--- src/rtl/pipe_ctrl_pkg.sv ---
// Shared types and constants for the pipeline stall/flush controller.
// Opcode values follow the RV32I base encoding.
package pipe_ctrl_pkg;

  typedef enum logic [1:0] {
    ST_INIT     = 2'd0,
    ST_RUN      = 2'd1,
    ST_MEM_WAIT = 2'd2
  } state_e;

  localparam logic [1:0] WB_ALU = 2'd0;
  localparam logic [1:0] WB_MEM = 2'd1;
  localparam logic [1:0] WB_PC4 = 2'd2;

  localparam logic [6:0] OPC_LUI      = 7'b0110111;
  localparam logic [6:0] OPC_AUIPC    = 7'b0010111;
  localparam logic [6:0] OPC_JAL      = 7'b1101111;
  localparam logic [6:0] OPC_JALR     = 7'b1100111;
  localparam logic [6:0] OPC_BRANCH   = 7'b1100011;
  localparam logic [6:0] OPC_LOAD     = 7'b0000011;
  localparam logic [6:0] OPC_STORE    = 7'b0100011;
  localparam logic [6:0] OPC_OP_IMM   = 7'b0010011;
  localparam logic [6:0] OPC_OP       = 7'b0110011;
  localparam logic [6:0] OPC_MISC_MEM = 7'b0001111;
  localparam logic [6:0] OPC_SYSTEM   = 7'b1110011;

  localparam logic [31:0] NOP = 32'h0000_0013;

endpackage

--- src/rtl/pipe_hazard_ctrl_hazard_detect.sv ---
// Combinational load-use detector: flags an ID instruction that reads the
// destination of a load currently in EX.
module hazard_detect
  import pipe_ctrl_pkg::*;
(
  input  logic [31:0] i_instr_id,
  input  logic [31:0] i_instr_ex,
  input  logic        i_rd_wren_ex,
  input  logic [1:0]  i_wb_sel_ex,
  output logic        o_load_use
);

  logic [6:0] opc_id_s;
  logic [4:0] rs1_id_s;
  logic [4:0] rs2_id_s;
  logic [4:0] rd_ex_s;
  logic       rs1_used_s;
  logic       rs2_used_s;
  logic       unused_s;

  assign opc_id_s = i_instr_id[6:0];
  assign rs1_id_s = i_instr_id[19:15];
  assign rs2_id_s = i_instr_id[24:20];
  assign rd_ex_s  = i_instr_ex[11:7];
  assign unused_s = ^{i_instr_id[31:25], i_instr_id[14:7], i_instr_ex[31:12], i_instr_ex[6:0]};

  // Which ID source fields are real register reads for this opcode
  always_comb begin
    rs1_used_s = 1'b1;
    rs2_used_s = 1'b0;
    case (opc_id_s)
      OPC_LUI, OPC_AUIPC, OPC_JAL: rs1_used_s = 1'b0;
      OPC_OP, OPC_STORE, OPC_BRANCH: rs2_used_s = 1'b1;
      default: begin
        rs1_used_s = 1'b1;
        rs2_used_s = 1'b0;
      end
    endcase
  end

  assign o_load_use = i_rd_wren_ex && (i_wb_sel_ex == WB_MEM) && (rd_ex_s != 5'd0) &&
                      ((rs1_used_s && (rs1_id_s == rd_ex_s)) ||
                       (rs2_used_s && (rs2_id_s == rd_ex_s)));

endmodule

--- src/rtl/pipe_hazard_ctrl.sv ---
// Central stall/flush controller for the 5-stage pipeline: drives stage
// register enables/clears and counts stall cycles and redirect flushes.
module pipe_hazard_ctrl
  import pipe_ctrl_pkg::*;
#(
  parameter int INIT_CYCLES = 4,
  parameter int CNT_W       = 32
) (
  input  logic             i_clk,
  input  logic             i_rst,
  input  logic [31:0]      i_instr_id,
  input  logic [31:0]      i_instr_ex,
  input  logic             i_rd_wren_ex,
  input  logic [1:0]       i_wb_sel_ex,
  input  logic             i_pc_sel_ex,
  input  logic             i_mem_req,
  input  logic             i_mem_ready,
  output logic             o_en_pc,
  output logic             o_en_if,
  output logic             o_en_id,
  output logic             o_en_ex,
  output logic             o_en_mem,
  output logic             o_clr_if_n,
  output logic             o_clr_id_n,
  output logic             o_clr_ex_n,
  output logic             o_clr_mem_n,
  output logic [1:0]       o_state,
  output logic [CNT_W-1:0] o_stall_cnt,
  output logic [CNT_W-1:0] o_flush_cnt
);

  localparam int ICW = (INIT_CYCLES > 1) ? $clog2(INIT_CYCLES) : 1;
  localparam logic [ICW-1:0] INIT_LAST = ICW'(INIT_CYCLES - 1);

  state_e           state_q, state_d;
  logic [ICW-1:0]   init_q, init_d;
  logic [CNT_W-1:0] stall_q, stall_d;
  logic [CNT_W-1:0] flush_q, flush_d;
  logic [4:0]       en_s;     // {pc, if, id, ex, mem}
  logic [3:0]       clr_n_s;  // {if, id, ex, mem}
  logic             mem_wait_s;
  logic             load_use_s;

  hazard_detect u_hazard_detect (
    .i_instr_id   (i_instr_id),
    .i_instr_ex   (i_instr_ex),
    .i_rd_wren_ex (i_rd_wren_ex),
    .i_wb_sel_ex  (i_wb_sel_ex),
    .o_load_use   (load_use_s)
  );

  // Priority: memory wait, then redirect, then load-use bubble
  always_comb begin
    state_d    = state_q;
    init_d     = init_q;
    stall_d    = stall_q;
    flush_d    = flush_q;
    en_s       = 5'b00000;
    clr_n_s    = 4'b0000;
    mem_wait_s = 1'b0;
    case (state_q)
      ST_INIT: begin
        if (init_q == INIT_LAST) begin
          state_d = ST_RUN;
          init_d  = '0;
        end else begin
          init_d = init_q + ICW'(1);
        end
      end
      ST_RUN, ST_MEM_WAIT: begin
        mem_wait_s = (state_q == ST_MEM_WAIT) ? !i_mem_ready : (i_mem_req && !i_mem_ready);
        if (mem_wait_s) begin
          en_s    = 5'b00000;
          clr_n_s = 4'b1111;
          state_d = ST_MEM_WAIT;
        end else if (i_pc_sel_ex) begin
          en_s    = 5'b11111;
          clr_n_s = 4'b0011;
          flush_d = flush_q + CNT_W'(1);
          state_d = ST_RUN;
        end else if (load_use_s) begin
          en_s    = 5'b00111;
          clr_n_s = 4'b1011;
          state_d = ST_RUN;
        end else begin
          en_s    = 5'b11111;
          clr_n_s = 4'b1111;
          state_d = ST_RUN;
        end
        if (!en_s[4]) begin
          stall_d = stall_q + CNT_W'(1);
        end else begin
          stall_d = stall_q;
        end
      end
      default: begin
        state_d = ST_INIT;
        init_d  = '0;
      end
    endcase
  end

  always_ff @(posedge i_clk) begin
    if (i_rst) begin
      state_q <= ST_INIT;
      init_q  <= '0;
      stall_q <= '0;
      flush_q <= '0;
    end else begin
      state_q <= state_d;
      init_q  <= init_d;
      stall_q <= stall_d;
      flush_q <= flush_d;
    end
  end

  assign {o_en_pc, o_en_if, o_en_id, o_en_ex, o_en_mem} = en_s;
  assign {o_clr_if_n, o_clr_id_n, o_clr_ex_n, o_clr_mem_n} = clr_n_s;
  assign o_state     = state_q;
  assign o_stall_cnt = stall_q;
  assign o_flush_cnt = flush_q;

endmodule

--- config.mk ---
export PLATFORM = sky130hd
export DESIGN_NAME = pipe_hazard_ctrl
export DESIGN_NICKNAME = d
export VERILOG_FILES = /design/src/rtl/pipe_ctrl_pkg.sv /design/src/rtl/pipe_hazard_ctrl_hazard_detect.sv /design/src/rtl/pipe_hazard_ctrl.sv
export SDC_FILE = /design/constraint.sdc
export NUM_CORES = 1
export LEC_CHECK = 0
export ABC_AREA = 0
export BUFFER_PORTS_ARGS = -buffer_cell sky130_fd_sc_hd__buf_4
export CAP_MARGIN = 30
export CORE_MARGIN = 3
export CORE_UTILIZATION = 28
export DETAILED_ROUTE_END_ITERATION = 6
export PLACE_DENSITY_LB_ADDON = 0.15
export SYNTH_ARGS = -nofsm -noshare
export SYNTH_HDL_FRONTEND = slang
export SYNTH_HIERARCHICAL = 1
export SYNTH_SLANG_ARGS = --single-unit
--- constraint.sdc ---
create_clock -name i_clk -period 2.81 [get_ports i_clk]
set_clock_uncertainty 0.1 [all_clocks]
set_input_delay 0.1405 -clock i_clk [delete_from_list [all_inputs] [get_ports i_clk]]
set_output_delay 0.1405 -clock i_clk [all_outputs]
set_load 0.05 [all_outputs]
-- After elaboration in Yosys (flattened, before gate mapping)
Cells that the tools add are included.
- bits in registers: 68
- input port bits: 72
- add/subtract/negate cells: 3
- equality and inequality tests: 13
- multiplexer cells: 17
- bitwise logic cells: 2
- reductions and logical operators: 15
- operators with widths (cell ; number):
    $add 32x1->32 const B ; 2
    $mux 5 ; 5
    $eq 7x6->1 const B ; 3
    $eq 7x7->1 const B ; 2
    $mux 4 ; 3
    $eq 5x5->1 ; 2
    $pmux 2 s2 ; 2
    $eq 7x5->1 const B ; 1
    $logic_and 1x1->1 ; 6
    $mux 2 ; 3
    $reduce_or 3->1 ; 2
    $reduce_bool 5->1 ; 1
    $eq 2x1->1 const B ; 2
    $eq 2x2->1 const B ; 2
    $mux 1 ; 3
    $mux 3 ; 1
    $reduce_and 3->1 ; 1
    $add 2x1->2 const B ; 1
    $logic_not 2->1 ; 1
    $ne 2x2->1 const B ; 1
    $not 1->1 ; 2
    $reduce_and 2->1 ; 1
    $reduce_or 2->1 ; 1
    $logic_not 1->1 ; 1
    $logic_or 1x1->1 ; 1

-- Depth between registers and ports, before layout
Gate-level depths: netlist (run 1).
- depth after elaboration: 12
- depth in mapped cells: 11

-- By module
The synthesis (run 1) kept the hierarchy.
- by module, submodules not included (module ; times used ; cells an instance ; area an instance (um^2) ; sequential area each (um^2)):
    pipe_hazard_ctrl ; 1 ; 416 ; 3590.9 ; 1361.3
    hazard_detect ; 1 ; 25 ; 177.7 ; 0.0

-- Least setup slack after synthesis (run 1)
Ideal clock, no wire load.
- path type: reg2out
- start: register state_q[0] (netlist: o_state[0])
- end: output o_clr_id_n
- data arrival time: 3.955 ns
- required time: 2.569 ns
- slack: -1.386 ns
- stages on the path, launching flop included: 5
- buffers on the path: 0
- path through: dfxtp_1 > inv_1 > ha_1 > a21boi_0 > a21boi_0
- word-level cells in the longest chain between the ends: 4
- elaborated cells on any way between the ends: 6
- ends and longest elaborated chain (element ; line ; RTL):
    from (decl) ; pipe_hazard_ctrl.sv:35 ; state_e state_q, state_d;
    from (signal assigned) ; pipe_hazard_ctrl.sv:110 ; state_q <= state_d;
    $eq 2x2->1 ; pipe_hazard_ctrl.sv:61, pipe_hazard_ctrl.sv:71 ;
    $mux 1 ; pipe_hazard_ctrl.sv:71 ; mem_wait_s = (state_q == ST_MEM_WAIT) ? !i_mem_ready : (i_mem_req && !i_mem_ready);
    $mux 4 ; pipe_hazard_ctrl.sv:72 ; if (mem_wait_s) begin
    $mux 4 * ; pipe_hazard_ctrl.sv:61 ; case (state_q)
    to (decl) ; pipe_hazard_ctrl.sv:24 ; output logic o_clr_id_n,
Mark *: on every way between the ends. The rest lies on a longest branch, timed or not.

-- Worst setup path in the final report (run 1)
- start: register state_q[0] (netlist: o_state[0])
- end: register flush_q[23] (netlist: o_flush_cnt[23])
- word-level cells in the longest chain between the ends: 4
- elaborated cells on any way between the ends: 6
- ends and longest elaborated chain (element ; line ; RTL):
    $eq 2x2->1 ; pipe_hazard_ctrl.sv:61, pipe_hazard_ctrl.sv:71 ;
    $mux 1 ; pipe_hazard_ctrl.sv:71 ;
    $not 1->1 (no line) ; -- ;
    $reduce_and 3->1 (no line) * ; -- ;
    to (signal assigned) ; pipe_hazard_ctrl.sv:113 ; flush_q <= flush_d;
    to (decl) ; pipe_hazard_ctrl.sv:38 ; logic [CNT_W-1:0] flush_q, flush_d;
Marked as above.
A chain may end at the register's enable or synchronous reset.

==> results of run 1 <==
-- registers in the layout, indices dropped and copies added, names as in the netlist --
signal	count
o_stall_cnt	32
init_q	2
o_state	2
o_flush_cnt	32
-- synth_stat cells (all sizes together) --
master	n	area, um2
a21boi	2	15.0
nor4	4	25.0
and2	6	37.5
nor2	25	93.8
o21ba	2	20.0
o21ai	9	45.0
nor4b	1	8.76
mux2i	2	20.0
o31ai	36	270
and4b	1	10.0
mux2	4	45.0
a211oi	1	7.51
ha	6	75.1
nand4b	2	17.5
nand3	21	128
inv	10	37.5
a21oi	51	255
clkbuf	18	68.8
or2	2	12.5
buf	17	101
or4b	2	20.0
nand2b	1	6.26
nor2b	4	25.0
and3	6	37.5
dfxtp	68	1360
nor3	4	20.0
o31a	1	8.76
and4	12	111
nand4	24	171
nand2	21	78.8
xor2	17	149
or3	8	50.1
o21bai	1	7.51
xnor2	5	43.8
o41ai	2	17.5
o2111ai	5	61.3
or4	37	278
o211ai	3	27.5
-- worst max-delay path: cells and delay by family (launching register included) --
family | cells | cell delay [ns]
simple gates | 3 | 1.34
fa+ha+maj | 1 | 0.43
flops | 1 | 0.38
compound gates | 1 | 0.15
buf+inv | 1 | 0.09
-- placed cells by master (no fill, tap or decap), drive strengths merged, types with 3 or more instances in the layout --
| cell | n |
|---|---|
| mux2 | 4 |
| nand3 | 21 |
| xnor2 | 5 |
| nor3 | 4 |
| and2 | 6 |
| and4 | 12 |
| or4 | 37 |
| buf | 113 |
| ha | 6 |
| clkbuf | 14 |
| o211ai | 3 |
| nor2 | 25 |
| inv | 10 |
| dfxtp | 68 |
| xor2 | 17 |
| and3 | 6 |
| o31ai | 36 |
| nand2 | 21 |
| or3 | 8 |
| o21ai | 9 |
| a21oi | 51 |
| nand4 | 24 |
| o2111ai | 5 |
| nor4 | 4 |
| nor2b | 4 |
-- area by class of cell --
class,count,share of cell area
Clock buffer,14,0.0571
Clock inverter,1,0.00101
Inverter,10,0.00755
Multi-Input combinational cell,328,0.447
Sequential cell,68,0.274
Tap cell,172,0.0433
Timing Repair Buffer,113,0.171
-- worst min-delay path by stage --
stage                                from         endpoint  slack, ns  cells past startpoint
after floorplan               i_pc_sel_ex       o_clr_if_n       0.28                      1
after global placement    o_stall_cnt[31]  o_stall_cnt[31]       0.37                      2
after detailed placement  o_stall_cnt[31]  o_stall_cnt[31]       0.38                      2
after CTS                     i_pc_sel_ex   o_flush_cnt[0]       0.17                      4
after global routing          i_pc_sel_ex   o_flush_cnt[0]       0.19                      4
final                         i_pc_sel_ex   o_flush_cnt[0]       0.18                      4
-- power groups by stage --
| stage | clock (uW) | sequential, uW | combinational (uW) |
|---|---|---|---|
| 6_report | 1090 | 995 | 339 |
| 5_1_grt | 1160 | 998 | 366 |
| 4_1_cts | 1120 | 995 | 343 |
| 3_5_place_dp | 0 | 1020 | 342 |
| 3_3_place_gp | 0 | 1020 | 338 |
| 2_1_floorplan | 0 | 1030 | 223 |
-- cell families after synthesis --
kind of cell,Yosys count,share of synthesized area
buf+inv,45,0.0551
flops,68,0.361
compound gates,113,0.195
mux,6,0.0173
simple gates,181,0.300
xor+xnor,22,0.0511
fa+ha+maj,6,0.0199
-- routing by layer --
layer / GRT usage / vias up / wire length, um
li1: - / 1875 / -
met1: 0.182 / 1784 / 4840
met2: 0.246 / 76 / 5320
met3: 0.0334 / 9 / 399
met4: 0.0371 / 0 / 99
met5: 0 / - / 0
-- stage by stage --
| stage | total power [uW] | util | hold slack (ns) |
|---|---|---|---|
| CTS | 2460 | 0.386 | 0.169 |
| finish | 2420 | 0.386 | 0.184 |
| floorplan | 1260 | - | 0.276 |
| global route | 2520 | 0.386 | 0.188 |
| detailed placement | 1360 | 0.364 | 0.376 |
| global placement | 1350 | 0.364 | 0.371 |
==> impl_summary.log, run 1 <==
[metrics] GRT Total Usage: 0.143
[metrics] max incr delay on CP: 0.64 ns
[metrics] logic gate share of total power: 0.140
[metrics] DRC: 0
[metrics] DP Area: ~4700 um2
[metrics] vias in the first global route: about 3,500
[metrics] critical path required time: between 2 and 3 ns
[metrics] number of H-tree levels: 3
[metrics] I/O Buffers: between 100 and 150
[metrics] total number of yosys warnings: 6
[metrics] wire length reported by the detailed router: 10.7 mm
[metrics] slowest stage cell, crit path: sky130_fd_sc_hd__or4_1
[metrics] outcome: finished, final reports clean
[metrics] synth-to-layout area growth: 31.9%
[metrics] routed vias: approximately 3,700
[metrics] peak fanout along the critical path: 19
[metrics] static leakage: 0.00182 uW
[metrics] share of final-layout standard cells stronger than drive strength 1: 0.277
[metrics] weighted congestion at the end of routability-driven global placement: roughly 0.80
[metrics] number of maximum-capacitance constraint violations: 0
[metrics] post-synthesis net count: 519
[metrics] power per cell area: roughly 490 nW/um2
[metrics] global-route wire length before repair: 17.4 mm
[metrics] clock tree from TritonCTS: built
[metrics] count of standard-cell rows: between 40 and 50
[metrics] number of top-level pins: 147
[metrics] overall die area: 14,900 um2
[metrics] Min-Delay Path Class: in -> reg
[metrics] depth of the worst register-to-register path: 6
[metrics] Tcrit/Tclk final: 0.917
[metrics] area of the mapped netlist: approximately 3800 um2
[metrics] R2R Path Start: o_state[0]
[metrics] number of nets in the layout: between 600 and 700
[metrics] Net Switching: between 600 and 700 uW
[metrics] number of flip-flops and latches in the synthesized netlist: a little under 70
[metrics] sort of element at the start of the critical path: flip-flop
[metrics] number of distinct library cell variants in the gate-level netlist after synthesis: between 50 and 60
[metrics] post-synthesis cell count: approximately 440
[metrics] number of buffers created by CTS: 9
[metrics] sequential cell area: between 1000 and 1500 um2
[metrics] instance count after placement with tap cells included: around 700
[metrics] sequential element share of the synthesized area: 0.361
[metrics] Filler Cell Count: ~1,300
[metrics] area of the core: around 13,000 um2
[metrics] FF-to-FF End: o_flush_cnt[23]
[metrics] maximum VDD drop: 0.000212 V
[metrics] Clock power frac: 0.449
[metrics] starting utilization of the core area: 0.293
[metrics] slew of the pin with the lowest slew margin: 0.803 ns
[metrics] Longest Clk Path Bufs: 2
[metrics] post-route non-filler standard cell count: about 700
[metrics] source-to-sink clock delay at the later pin of the worst-skew pair: approximately 0.32 ns
[metrics] y dimension of the die: ~120 um
[metrics] highest attainable clock frequency: ~390 MHz
[metrics] R2R Setup Slk: roughly 0.23 ns
[metrics] final setup fails: 0
[metrics] total congestion overflow: 0
[metrics] sequential group share of total power: 0.411
[metrics] final hold viol count: 0
[metrics] remaining max-slew budget at the tightest pin: 0.465
[metrics] horizontal die dimension: roughly 120 um
[metrics] setup tns final: 0 ns
[metrics] initial antenna violation count: 0
[metrics] least setup slack across all paths after layout: around 0.23 ns
[metrics] time the worst path needs with I/O delays and setup: about 2.6 ns
[metrics] worst setup path startpoint: o_state[0]
[metrics] crit path cell chain: inv_1 -> ha_2 -> and4_4 -> nand4_2 -> or4_1 -> a21oi_1
[metrics] CP Capture Type: flip-flop
[metrics] Sw Share: 0.260
[metrics] final number of max-transition violations: 0
[metrics] via density per instance: about 5.3
[metrics] Non-Filler Cell Area, Final: roughly 5000 um2
[metrics] Worst Path Class, Setup: reg -> reg
[metrics] Root Buffer: sky130_fd_sc_hd__clkbuf_16
[metrics] Synth Area per Inst: 8.55 um2
[metrics] clock edge transition at the registers on the reported setup and hold paths: 0.05 ns
[metrics] Iter 0 DRT Violations: 224
[metrics] Crit path arrival time: 2.72 ns
[metrics] Worst setup endpoint: o_flush_cnt[23]
[metrics] Clock Sinks: 68
[metrics] Hold-fix buffers, CTS: 0
[metrics] postcts setup bufs: 0
[metrics] n_diodes: 0
[metrics] combined area of the multi-input logic cells: roughly 2200 um2
[metrics] drt wl/cell: ~15 um
[metrics] HPWL Detailed: 7.48 mm
[metrics] setup repair after global routing missed its margin: no
[metrics] router iterations before antenna repair: 4
[metrics] largest net degree at the start of global routing: 73
[metrics] dpl ws: approximately 0.087 ns
[metrics] Post-DRT Antenna Nets: 0
[metrics] number of gates resized after cts: 0
[metrics] Internal: ~1800 uW
Power figures use the tool's default switching activity.
==> run 2: changes to the inputs <==
CORE_UTILIZATION = 49   (was 28)
==> run 2 against run 1 <==
- combinational power is 1% lower
- global-route usage is 7.5 points higher
- register-to-register slack hardly changed
- first-iteration DRC count is 35% lower
- design area is 3.1% lower
- fmax is 0.51% higher
- critical path depth stayed put
- clock power is 22% lower
- power is 10% lower
- worst setup slack better by 0.013 ns
- non-clock buffer count is 2 higher
- cell count is 10% lower
- critical endpoint unchanged
- largest power group is now sequential cells
==> impl_summary.log, run 2 (synthesis results as in run 1) <==
[metrics] max incr delay on CP: roughly 0.65 ns
[metrics] outcome: finished, final reports clean
[metrics] power per cell area: approximately 450 nW/um2
[metrics] wire length reported by the detailed router: approximately 9.5 mm
[metrics] CP Capture Type: flip-flop
[metrics] starting utilization of the core area: 0.511
[metrics] Non-Filler Cell Area, Final: roughly 4800 um2
[metrics] remaining max-slew budget at the tightest pin: 0.503
[metrics] largest net degree at the start of global routing: 73
[metrics] clock edge transition at the registers on the reported setup and hold paths: 0.07 ns
[metrics] final setup fails: 0
[metrics] weighted congestion at the end of routability-driven global placement: ~0.79
[metrics] router iterations before antenna repair: 4
[metrics] share of final-layout standard cells stronger than drive strength 1: 0.280
[metrics] R2R Setup Slk: around 0.25 ns
[metrics] clock tree from TritonCTS: built
[metrics] R2R Path Start: o_state[1]
[metrics] peak fanout along the critical path: 20
[metrics] Iter 0 DRT Violations: 145
[metrics] Root Buffer: sky130_fd_sc_hd__clkbuf_8
[metrics] slowest stage cell, crit path: sky130_fd_sc_hd__or4_1
[metrics] DP Area: approximately 4600 um2
[metrics] total congestion overflow: 0
[metrics] least setup slack across all paths after layout: about 0.25 ns
[metrics] maximum VDD drop: ~0.00031 V
[metrics] Crit path arrival time: between 2 and 3 ns
[metrics] number of gates resized after cts: 0
[metrics] setup tns final: 0 ns
[metrics] depth of the worst register-to-register path: 6
[metrics] postcts setup bufs: 0
[metrics] synth-to-layout area growth: 27.8%
[metrics] number of nets in the layout: 610
[metrics] overall die area: slightly below 9000 um2
[metrics] worst setup path startpoint: o_state[1]
[metrics] count of standard-cell rows: 31
[metrics] crit path cell chain: inv_1 -> ha_2 -> and4_4 -> nand4_2 -> or4_1 -> a21oi_1
[metrics] drt wl/cell: around 15 um
[metrics] setup repair after global routing missed its margin: no
[metrics] area of the core: between 7000 and 8000 um2
[metrics] via density per instance: roughly 5.9
[metrics] Clock Sinks: 68
[metrics] global-route wire length before repair: approximately 16 mm
[metrics] Tcrit/Tclk final: 0.913
[metrics] vias in the first global route: about 3,400
[metrics] number of top-level pins: ~150
[metrics] n_diodes: 0
[metrics] horizontal die dimension: roughly 94 um
[metrics] final hold viol count: 0
[metrics] routed vias: around 3,800
[metrics] Min-Delay Path Class: in -> reg
[metrics] static leakage: between 0.0015 and 0.002 uW
[metrics] number of buffers created by CTS: 9
[metrics] highest attainable clock frequency: 390 MHz
[metrics] dpl ws: 0.145 ns
[metrics] y dimension of the die: about 94 um
[metrics] most used cells in the layout excluding fill and tap cells: 115 x sky130_fd_sc_hd__buf_4, 68 x sky130_fd_sc_hd__dfxtp_1, 51 x sky130_fd_sc_hd__a21oi_1
[metrics] sort of element at the start of the critical path: flip-flop
[metrics] Hold-fix buffers, CTS: 0
[metrics] time the worst path needs with I/O delays and setup: about 2.6 ns
[metrics] number of maximum-capacitance constraint violations: 0
[metrics] DRC: 0
[metrics] Worst Path Class, Setup: reg -> reg
[metrics] Longest Clk Path Bufs: 2
[metrics] I/O Buffers: 104
[metrics] critical path required time: 2.97 ns
[metrics] HPWL Detailed: 6.79 mm
[metrics] FF-to-FF End: o_flush_cnt[23]
[metrics] Post-DRT Antenna Nets: 0
[metrics] Worst setup endpoint: o_flush_cnt[23]
[metrics] final number of max-transition violations: 0
[metrics] source-to-sink clock delay at the later pin of the worst-skew pair: approximately 0.33 ns
[metrics] GRT Total Usage: 0.218
[metrics] initial antenna violation count: 0
[metrics] slew of the pin with the lowest slew margin: between 0.7 and 0.8 ns
[metrics] number of H-tree levels: 3
[metrics] most common cell after layout, fill and taps aside: sky130_fd_sc_hd__buf_4
[run 2: final cells by class]
cell class              instances  area [um2]
clock buffers                  13         179
clock inverters                 1        30.0
fillers                       655        2550
inverters                      10        37.5
multi-input cells             328        2220
flip-flops and latches         68        1360
well taps                      99         124
repair buffers                115         863
[run 2: where the power goes]
part | total [uW] | leakage, uW | switching [uW] | internal, uW
sequential | 994 | 0.000548 | 14.3 | 980
combinational | 335 | 0.00114 | 213 | 122
clock | 847 | 0.000108 | 350 | 498
[run 2: through the flow]
step                      std cells  power, uW  hold WS (ns)  utilization
after global placement          620       1350         0.369        0.625
after CTS                       634       2200         0.156        0.653
after global routing            634       2270         0.177        0.653
after floorplan                 441       1260         0.276            -
after detailed placement        620       1350         0.379        0.625
final                           634       2180         0.165        0.653
[run 2: how the worst min path moves through the flow]
| stage | from | end | slack (ns) | cells after the start |
|---|---|---|---|---|
| finish | i_pc_sel_ex | o_flush_cnt[0] | 0.17 | 4 |
| global placement | o_stall_cnt[31] | o_stall_cnt[31] | 0.37 | 2 |
| CTS | i_pc_sel_ex | o_flush_cnt[0] | 0.16 | 4 |
| detailed placement | o_stall_cnt[31] | o_stall_cnt[31] | 0.38 | 2 |
| floorplan | i_pc_sel_ex | o_clr_if_n | 0.28 | 1 |
| global route | i_pc_sel_ex | o_flush_cnt[1] | 0.18 | 4 |
[run 2: critical path, delay by kind of cell, from the launching register on]
kind                     cells  cell delay (ns)
AO/OA/AOI/OAI                1             0.16
adder cells (fa/ha/maj)      1             0.43
buffers and inverters        1             0.08
flip-flops                   1             0.38
AND/OR/NAND/NOR              3             1.34
[run 2: per-layer routing]
metal	track usage	up-vias	wire length (um)
met5	0	-	0
met2	0.383	76	4870
met1	0.263	1803	4040
met3	0.0561	14	392
li1	-	1875	-
met4	0.0602	0	146
==> run 3: changes to the inputs <==
MAX_ROUTING_LAYER = met4   (was unset)
SLEW_MARGIN = 20   (was unset)
==> run 3 against run 2 <==
- worst setup slack lost 0.0018 ns
- non-clock buffer count stayed put
- routed wire length is essentially flat
- sequential share of layout area unchanged
- first-iteration DRC count grew 8.3%
- cell count did not move
==> impl_summary.log, run 3 (synthesis results as in run 1) <==
[metrics] clock edge transition at the registers on the reported setup and hold paths: around 0.07 ns
[metrics] I/O Buffers: approximately 100
[metrics] peak fanout along the critical path: 20
[metrics] starting utilization of the core area: 0.511
[metrics] largest net degree at the start of global routing: 73
[metrics] static leakage: 0.00180 uW
[metrics] Min-Delay Path Class: in -> reg
[metrics] crit path cell chain: inv_1 -> ha_2 -> and4_4 -> nand4_2 -> or4_1 -> a21oi_1
[metrics] weighted congestion at the end of routability-driven global placement: 0.803
[metrics] DRC: 0
[metrics] Longest Clk Path Bufs: 2
[metrics] most used cells in the layout excluding fill and tap cells: 115 x sky130_fd_sc_hd__buf_4, 68 x sky130_fd_sc_hd__dfxtp_1, 51 x sky130_fd_sc_hd__a21oi_1
[metrics] category of cells accounting for the largest share of critical-path delay: simple AND/OR/NAND/NOR gates
[metrics] number of gates resized after cts: 0
[metrics] drt wl/cell: around 15 um
[metrics] vias in the first global route: approximately 3,400
[metrics] clock tree from TritonCTS: built
[metrics] wire length reported by the detailed router: around 9.4 mm
[metrics] router iterations before antenna repair: 4
[metrics] source-to-sink clock delay at the later pin of the worst-skew pair: 0.33 ns
[metrics] sort of element at the start of the critical path: flip-flop
[metrics] final setup fails: 0
[metrics] share of final-layout standard cells stronger than drive strength 1: 0.280
[metrics] Tcrit/Tclk final: 0.913
[metrics] horizontal die dimension: 93.7 um
[metrics] Worst Path Buf+Inv: 1
[metrics] GRT Total Usage: 0.224
[metrics] overall die area: about 8800 um2
[metrics] R2R Setup Slk: ~0.24 ns
[metrics] final number of max-transition violations: 0
[metrics] slew of the pin with the lowest slew margin: approximately 0.74 ns
[metrics] highest attainable clock frequency: between 300 and 400 MHz
[metrics] worst hold slack: approximately 0.17 ns
[metrics] remaining max-slew budget at the tightest pin: 0.509
[metrics] critical path required time: ~3.0 ns
[metrics] number of top-level pins: between 100 and 150
[metrics] count of standard-cell rows: 31
[metrics] setup tns final: 0 ns
[metrics] time the worst path needs with I/O delays and setup: roughly 2.6 ns
[metrics] CP Capture Type: flip-flop
[metrics] most common cell after layout, fill and taps aside: sky130_fd_sc_hd__buf_4
[metrics] Root Buffer: sky130_fd_sc_hd__clkbuf_8
[metrics] number of H-tree levels: 3
[metrics] y dimension of the die: 93.7 um
[metrics] least setup slack across all paths after layout: between 0.2 and 0.25 ns
[metrics] postcts setup bufs: 0
[metrics] Crit path arrival time: ~2.7 ns
[metrics] Filler Cell Count: between 600 and 700
[metrics] final hold viol count: 0
[metrics] dpl ws: 0.145 ns
[metrics] Iter 0 DRT Violations: between 150 and 200
[metrics] Clock Sinks: just under 70
[metrics] HPWL Detailed: slightly below 7 mm
[metrics] n_diodes: 0
[metrics] synth-to-layout area growth: 27.8%
[metrics] via density per instance: 5.93
[metrics] area of the core: ~7400 um2
[metrics] max incr delay on CP: 0.65 ns
[metrics] global-route wire length before repair: 15.7 mm
[metrics] number of buffers created by CTS: 9
[metrics] initial antenna violation count: 0
[metrics] sequential cell area: 1360 um2
[metrics] maximum VDD drop: ~0.00031 V
[metrics] power per cell area: ~450 nW/um2
[metrics] total congestion overflow: 0
[metrics] Worst Path Class, Setup: reg -> reg
[metrics] routed vias: between 3,000 and 4,000
[metrics] outcome: finished, final reports clean
[metrics] number of nets in the layout: around 600
[metrics] number of maximum-capacitance constraint violations: 0
[metrics] slowest stage cell, crit path: sky130_fd_sc_hd__or4_1
[metrics] Post-DRT Antenna Nets: 0
[metrics] Hold-fix buffers, CTS: 0
[metrics] setup repair after global routing missed its margin: no
[metrics] combined area of the multi-input logic cells: ~2200 um2
[run 3: cell counts in the layout (fill, tap and decap cells not counted)]
Identical to the previous run, type by type.
[run 3: worst reg2reg max path, cell delays in order (launching register included)]
cell	delay, ns
sky130_fd_sc_hd__dfxtp_1	0.38
sky130_fd_sc_hd__inv_1	0.08
sky130_fd_sc_hd__ha_2	0.43
sky130_fd_sc_hd__and4_4	0.28
sky130_fd_sc_hd__nand4_2	0.41
sky130_fd_sc_hd__or4_1	0.66
sky130_fd_sc_hd__a21oi_1	0.16
[run 3: worst paths after layout]
check | start | end | depth (start not counted)
worst max-delay path | o_state[1] | o_flush_cnt[23] | 6
worst min-delay path | i_pc_sel_ex | o_flush_cnt[0] | 4
worst max register to register | o_state[1] | o_flush_cnt[23] | 6
worst min register to register | o_stall_cnt[31] | o_stall_cnt[31] | 2
[run 3: report_power, final]
| part | total (uW) | internal [uW] | switching [uW] |
|---|---|---|---|
| Sequential | 994 | 980 | 14.3 |
| Combinational | 335 | 122 | 213 |
| Clock | 847 | 498 | 349 |
[run 3: metrics by stage]
stage / utilization / power, uW / cell area [um2] / instances
floorplan: - / 1260 / 3790 / 441
global placement: 0.625 / 1350 / 4610 / 620
detailed placement: 0.625 / 1350 / 4610 / 620
CTS: 0.653 / 2200 / 4810 / 634
global route: 0.653 / 2270 / 4810 / 634
finish: 0.653 / 2180 / 4810 / 634
[run 3: layout make-up]
class                   instances  share of cell area
repair buffers                115               0.179
inverters                      10             0.00780
flip-flops and latches         68               0.283
clock buffers                  13              0.0372
clock inverters                 1             0.00624
multi-input cells             328               0.461
well taps                      99              0.0257
[run 3: per-layer routing]
layer / GRT usage / vias up / part of all wire
li1: - / 1870 / -
met3: 0.0529 / 14 / 0.039
met4: 0.0602 / 0 / 0.014
met1: 0.266 / 1789 / 0.43
met2: 0.382 / 85 / 0.52
met5: - / - / 0
